$ cat src/rtl/arbiter_wrr_pkg.sv
`default_nettype none
// ============================================================================
// Module      : arbiter_wrr_pkg
// Description : Shared state encodings and constant helpers for arbiter_wrr.
// Revision    : 1.0 - initial release
// ============================================================================
package arbiter_wrr_pkg;

    typedef enum logic [0:0] {
        ST_IDLE = 1'b0,
        ST_OWN  = 1'b1
    } state_t;

    // Elaboration-time ceil(log2(v)); callers clamp the result to at least 1.
    function automatic int clog2(input int v);
        int r;
        r = 0;
        for (int p = 1; p < v; p = p * 2) begin
            r = r + 1;
        end
        return r;
    endfunction

endpackage
`default_nettype wire

$ cat src/rtl/arbiter_rr_pick.sv
`default_nettype none
// ============================================================================
// Module      : arbiter_rr_pick
// Description : Finds the first requesting port strictly after a base index,
//               wrapping around; the base port itself is examined last.
// Revision    : 1.0 - initial release
// ============================================================================
module arbiter_rr_pick #(
    parameter int NUM_PORTS = 6,
    parameter int ID_W      = 3
) (
    input  logic [NUM_PORTS-1:0] request,
    input  logic [ID_W-1:0]      base,
    output logic [NUM_PORTS-1:0] pick,
    output logic [ID_W-1:0]      pick_id,
    output logic                 found
);

    int w_idx;

    always_comb begin
        pick    = '0;
        pick_id = '0;
        found   = 1'b0;
        w_idx   = 0;
        for (int k = 1; k <= NUM_PORTS; k++) begin
            w_idx = (int'(base) + k) % NUM_PORTS;
            if (!found && request[w_idx]) begin
                found        = 1'b1;
                pick[w_idx]  = 1'b1;
                pick_id      = ID_W'(w_idx);
            end
        end
    end

endmodule
`default_nettype wire

$ cat src/rtl/arbiter_wrr.sv
`default_nettype none
// ============================================================================
// Module      : arbiter_wrr
// Description : Weighted round-robin arbiter with per-port burst credit,
//               back-to-back hand-over and encoded grant index.
// Revision    : 1.0 - initial release
// ============================================================================
module arbiter_wrr
    import arbiter_wrr_pkg::*;
#(
    parameter  int NUM_PORTS = 6,
    parameter  int WEIGHT_W  = 4,
    localparam int ID_W      = (NUM_PORTS > 1) ? clog2(NUM_PORTS) : 1
) (
    input  logic                          clk,
    input  logic                          rst,
    input  logic [NUM_PORTS-1:0]          request,
    input  logic [NUM_PORTS*WEIGHT_W-1:0] weight,
    output logic [NUM_PORTS-1:0]          grant,
    output logic [ID_W-1:0]               grant_id,
    output logic                          active
);

    localparam logic [ID_W-1:0]     c_last_rst = ID_W'(NUM_PORTS - 1);
    localparam logic [WEIGHT_W-1:0] c_one      = WEIGHT_W'(1);

    state_t                r_state;
    logic [ID_W-1:0]       r_owner;
    logic [ID_W-1:0]       r_last;
    logic [WEIGHT_W-1:0]   r_credit;
    logic [NUM_PORTS-1:0]  r_grant;
    logic [ID_W-1:0]       r_grant_id;

    logic [ID_W-1:0]       w_base;
    logic [NUM_PORTS-1:0]  w_pick;
    logic [ID_W-1:0]       w_pick_id;
    logic                  w_found;
    logic                  w_other;
    logic                  w_owner_req;
    logic [WEIGHT_W-1:0]   w_owner_wt;
    logic [WEIGHT_W-1:0]   w_pick_wt;
    logic [WEIGHT_W-1:0]   w_owner_load;
    logic [WEIGHT_W-1:0]   w_pick_load;

    assign w_base = (r_state == ST_OWN) ? r_owner : r_last;

    arbiter_rr_pick #(
        .NUM_PORTS (NUM_PORTS),
        .ID_W      (ID_W)
    ) u_pick (
        .request (request),
        .base    (w_base),
        .pick    (w_pick),
        .pick_id (w_pick_id),
        .found   (w_found)
    );

    always_comb begin
        w_owner_req = 1'b0;
        w_owner_wt  = '0;
        w_pick_wt   = '0;
        for (int i = 0; i < NUM_PORTS; i++) begin
            if (r_owner == ID_W'(i)) begin
                w_owner_req = request[i];
                w_owner_wt  = weight[i*WEIGHT_W +: WEIGHT_W];
            end
            if (w_pick_id == ID_W'(i)) begin
                w_pick_wt = weight[i*WEIGHT_W +: WEIGHT_W];
            end
        end
    end

    // A zero weight behaves as one, so the loaded credit saturates at zero.
    assign w_owner_load = (w_owner_wt == '0) ? '0 : w_owner_wt - c_one;
    assign w_pick_load  = (w_pick_wt  == '0) ? '0 : w_pick_wt  - c_one;
    assign w_other      = w_found && (w_pick_id != r_owner);

    always_ff @(posedge clk) begin
        if (rst) begin
            r_state    <= ST_IDLE;
            r_owner    <= '0;
            r_last     <= c_last_rst;
            r_credit   <= '0;
            r_grant    <= '0;
            r_grant_id <= '0;
        end else begin
            case (r_state)
                ST_IDLE: begin
                    if (w_found) begin
                        r_state    <= ST_OWN;
                        r_owner    <= w_pick_id;
                        r_credit   <= w_pick_load;
                        r_grant    <= w_pick;
                        r_grant_id <= w_pick_id;
                    end
                end
                ST_OWN: begin
                    if (!w_owner_req) begin
                        r_last <= r_owner;
                        if (w_found) begin
                            r_owner    <= w_pick_id;
                            r_credit   <= w_pick_load;
                            r_grant    <= w_pick;
                            r_grant_id <= w_pick_id;
                        end else begin
                            r_state <= ST_IDLE;
                            r_grant <= '0;
                        end
                    end else if (r_credit == '0) begin
                        if (w_other) begin
                            r_owner    <= w_pick_id;
                            r_credit   <= w_pick_load;
                            r_grant    <= w_pick;
                            r_grant_id <= w_pick_id;
                        end else begin
                            r_credit <= w_owner_load;
                        end
                    end else begin
                        r_credit <= r_credit - c_one;
                    end
                end
                default: begin
                    r_state <= ST_IDLE;
                    r_grant <= '0;
                end
            endcase
        end
    end

    assign grant    = r_grant;
    assign grant_id = r_grant_id;
    assign active   = |r_grant;

endmodule
`default_nettype wire

$ cat config.mk
export PLATFORM = sky130hd
export DESIGN_NAME = arbiter_wrr
export DESIGN_NICKNAME = d
export VERILOG_FILES = /design/src/rtl/arbiter_wrr_pkg.sv /design/src/rtl/arbiter_rr_pick.sv /design/src/rtl/arbiter_wrr.sv
export SDC_FILE = /design/constraint.sdc
export NUM_CORES = 1
export LEC_CHECK = 0
export CORE_MARGIN = 2
export CORE_UTILIZATION = 61
export CTS_CLUSTER_SIZE = 28
export DETAILED_ROUTE_END_ITERATION = 10
export DONT_BUFFER_PORTS = 1
export GPL_ROUTABILITY_DRIVEN = 0
export PLACE_DENSITY = 0.8
export SYNTH_ARGS = -nofsm -noshare
export SYNTH_HDL_FRONTEND = slang
export SYNTH_SLANG_ARGS = --single-unit
$ cat constraint.sdc
create_clock -name clk -period 11.1 [get_ports clk]
set_input_delay 2.22 -clock clk [delete_from_list [all_inputs] [get_ports clk]]
set_output_delay 2.22 -clock clk [all_outputs]
set_load 0.005 [all_outputs]
==> flow_summary.json <==
{
  "status": "finished clean",
  "ff2ff_setup_slack_ps": 4350,
  "post_dp_cell_area_um2": 3470,
  "hold_buffers": 0,
  "finalNonFillerCells": 517,
  "core_area_um2": 5540,
  "post_cts_buffers": 0,
  "rsz0062_at_grt": "false",
  "boundaryPins": 42,
  "fillers": 487,
  "synth_cells": 462,
  "synth_top_area_frac": 0.114,
  "r2r_cells": 20,
  "synth_ff_type": "dfxtp_1",
  "port_buffers": 0,
  "tns_ps": 0,
  "ys_async_sr_fraction": 0,
  "synth_cell_type_count": 91,
  "yosys_warnings": 0,
  "cp.arrival_ps": 6900,
  "grt_pass1_wl_um": 15700,
  "antennaDiodeCount": 0,
  "cp.depth": 20,
  "fmaxAchievable_ghz": 0.148,
  "crit_fanout": 14,
  "critPathKind": "reg2reg",
  "ys_seq_area_frac": 0.114,
  "path_clk_slew_ps": 80,
  "max-clock-path-buffers": 2,
  "yosysTopAreaCell": "dfxtp_1",
  "start_kind": "register",
  "hold_depth": 2,
  "initial_core_util": 0.633,
  "dp_cells": 513,
  "postLayoutCellArea_um2": 3530,
  "grt_pass1_vias": 3268,
  "num_rows": 27,
  "totalWireLength_um": 9980,
  "path_cells": "mux2i_1 > inv_1 > ha_1 > clkinv_1 > xnor2_2 > inv_2 > ha_1 > and3b_1 > mux2i_2 > a2bb2oi_1 > a21boi_1 > a41oi_2 > nor3_2 > mux2_2 > nor2_4 > mux2_2 > a221oi_2 > o32ai_1 > o22ai_1 > o21ai_1",
  "cts_sinks": 20,
  "cts_buffers": 3,
  "drive_above_1_share": 0.121,
  "grt_usage": 0.302,
  "gr-total-overflow": 0,
  "period_share": 0.608,
  "dieArea_um2": 6370,
  "worst-path-buf-inv": 3,
  "synth_most_common_cell": "nor2_1",
  "die_w_um": 79.8,
  "max_stage_delay_ps": 720,
  "vias_per_cell": 7.37,
  "cpMaxStageDelayCell": "dfxtp_1",
  "min_path_type": "reg2reg",
  "root_buffer": "clkbuf_8",
  "synth_nets": 513,
  "antenna_found_initial": 0,
  "hpwlAfterDp_um": 7530,
  "routedWlPerCell_um": 19.3,
  "route.detailed.drc": 0,
  "dr.pass1.iters": 5,
  "antenna_left": 0,
  "die_h_um": 79.8,
  "fin_crit_ps": 6750,
  "htreeDepth": 1,
  "nets": 497,
  "synth_edf_count": 0,
  "syn_to_final_growth_pct": 0.607,
  "synth_area_per_cell_um2": 7.59,
  "grt_max_degree": 27,
  "cts_resized": 0,
  "setup_viol": 0,
  "drtIter0Drc": 483,
  "crit_family": "compound AO/OA/AOI/OAI gates",
  "ys_ff_latch": 20,
  "finalClockSkew_ps": 4.10,
  "vias": 3808,
  "maxSlewViolCount": 0,
  "insertion_delay_ps": 260,
  "worstMarginPinSlew_ps": 844,
  "maxCapViolations": 0,
  "synth.area.top_cells": "dfxtp_1 (11%), ha_1 (6.8%), nor2_1 (5.0%)",
  "required_ps": 11250,
  "synth_commonest_cells": "nor2_1 (47), nand2_1 (45), a21oi_1 (33), dfxtp_1 (20)",
  "cp-end-kind": "register",
  "cts_tree": "done",
  "hold_viol_final": 0,
  "relSlewSlack": 0.421,
  "synth_area_um2": 3510
}
layout make-up:
class | instances | area [µm²] | area share
flip-flops and latches | 20 | 400 | 0.114
clock buffers | 4 | 55.1 | 0.0156
multi-input cells | 400 | 2900 | 0.823
well taps | 72 | 90.1 | 0.0255
inverters | 21 | 78.8 | 0.0223
path summary, 6_finish.rpt:
kind,startpoint,to
worst min register to register,grant[4],grant[4]
worst min-delay path,grant[4],grant[4]
worst max-delay path,r_owner[1],r_credit[1]
worst max register to register,r_owner[1],r_credit[1]
kinds of logic after synthesis:
family          synth area share
xor+xnor                  0.0196
fa+ha+maj                 0.0678
simple gates               0.282
buf+inv                   0.0578
compound gates             0.318
mux                        0.141
flops                      0.114
stage by stage:
| stage | util | worst slack [ps] | hold slack [ps] |
|---|---|---|---|
| 2_1_floorplan | - | 5750 | 436 |
| 3_3_place_gp | 0.627 | 4770 | 448 |
| 3_5_place_dp | 0.627 | 4630 | 465 |
| 4_1_cts | 0.637 | 4590 | 482 |
| 5_1_grt | 0.637 | 3960 | 511 |
| 6_report | 0.637 | 4350 | 482 |
layout by cell type, fill, tap and decap left out, types with 7 or more instances in the layout:
master / n
nor2_1: 47
nor3_1: 14
a31oi_1: 7
dfxtp_1: 20
inv_1: 13
nand2_1: 45
nand3_1: 19
a21oi_1: 33
nor4_1: 7
mux2_2: 9
mux2i_1: 17
a211o_1: 8
o21a_1: 10
o21ai_0: 10
and2_1: 7
ha_1: 19
flip-flops by register name, indices dropped and copies added (netlist names):
| register | flops |
|---|---|
| grant_id | 3 |
| r_last | 3 |
| r_credit | 4 |
| r_owner | 3 |
| r_state | 1 |
| grant | 6 |
layer usage:
layer | routed length (µm) | part of all wire | GRT usage
met3 | 1260 | 0.13 | 0.0690
met2 | 4500 | 0.45 | 0.476
met1 | 4090 | 0.41 | 0.431
met5 | 0 | 0 | 0
met4 | 127 | 0.013 | 0.0390
worst reg2reg max path, stage by stage (launching register included):
cell       delay (ps)
dfxtp_1           720
mux2i_1           460
inv_1             400
ha_1              470
clkinv_1          340
xnor2_2           340
inv_2             110
ha_1              330
and3b_1           190
mux2i_2           250
a2bb2oi_1         370
a21boi_1          150
a41oi_2           560
nor3_2            150
mux2_2            380
nor2_4            180
mux2_2            390
a221oi_2          420
o32ai_1           160
o22ai_1           200
o21ai_1            90
Power is left out: the tool's default activity adds up to more than one toggle a clock period on the data nets, which glitch-free logic cannot reach.
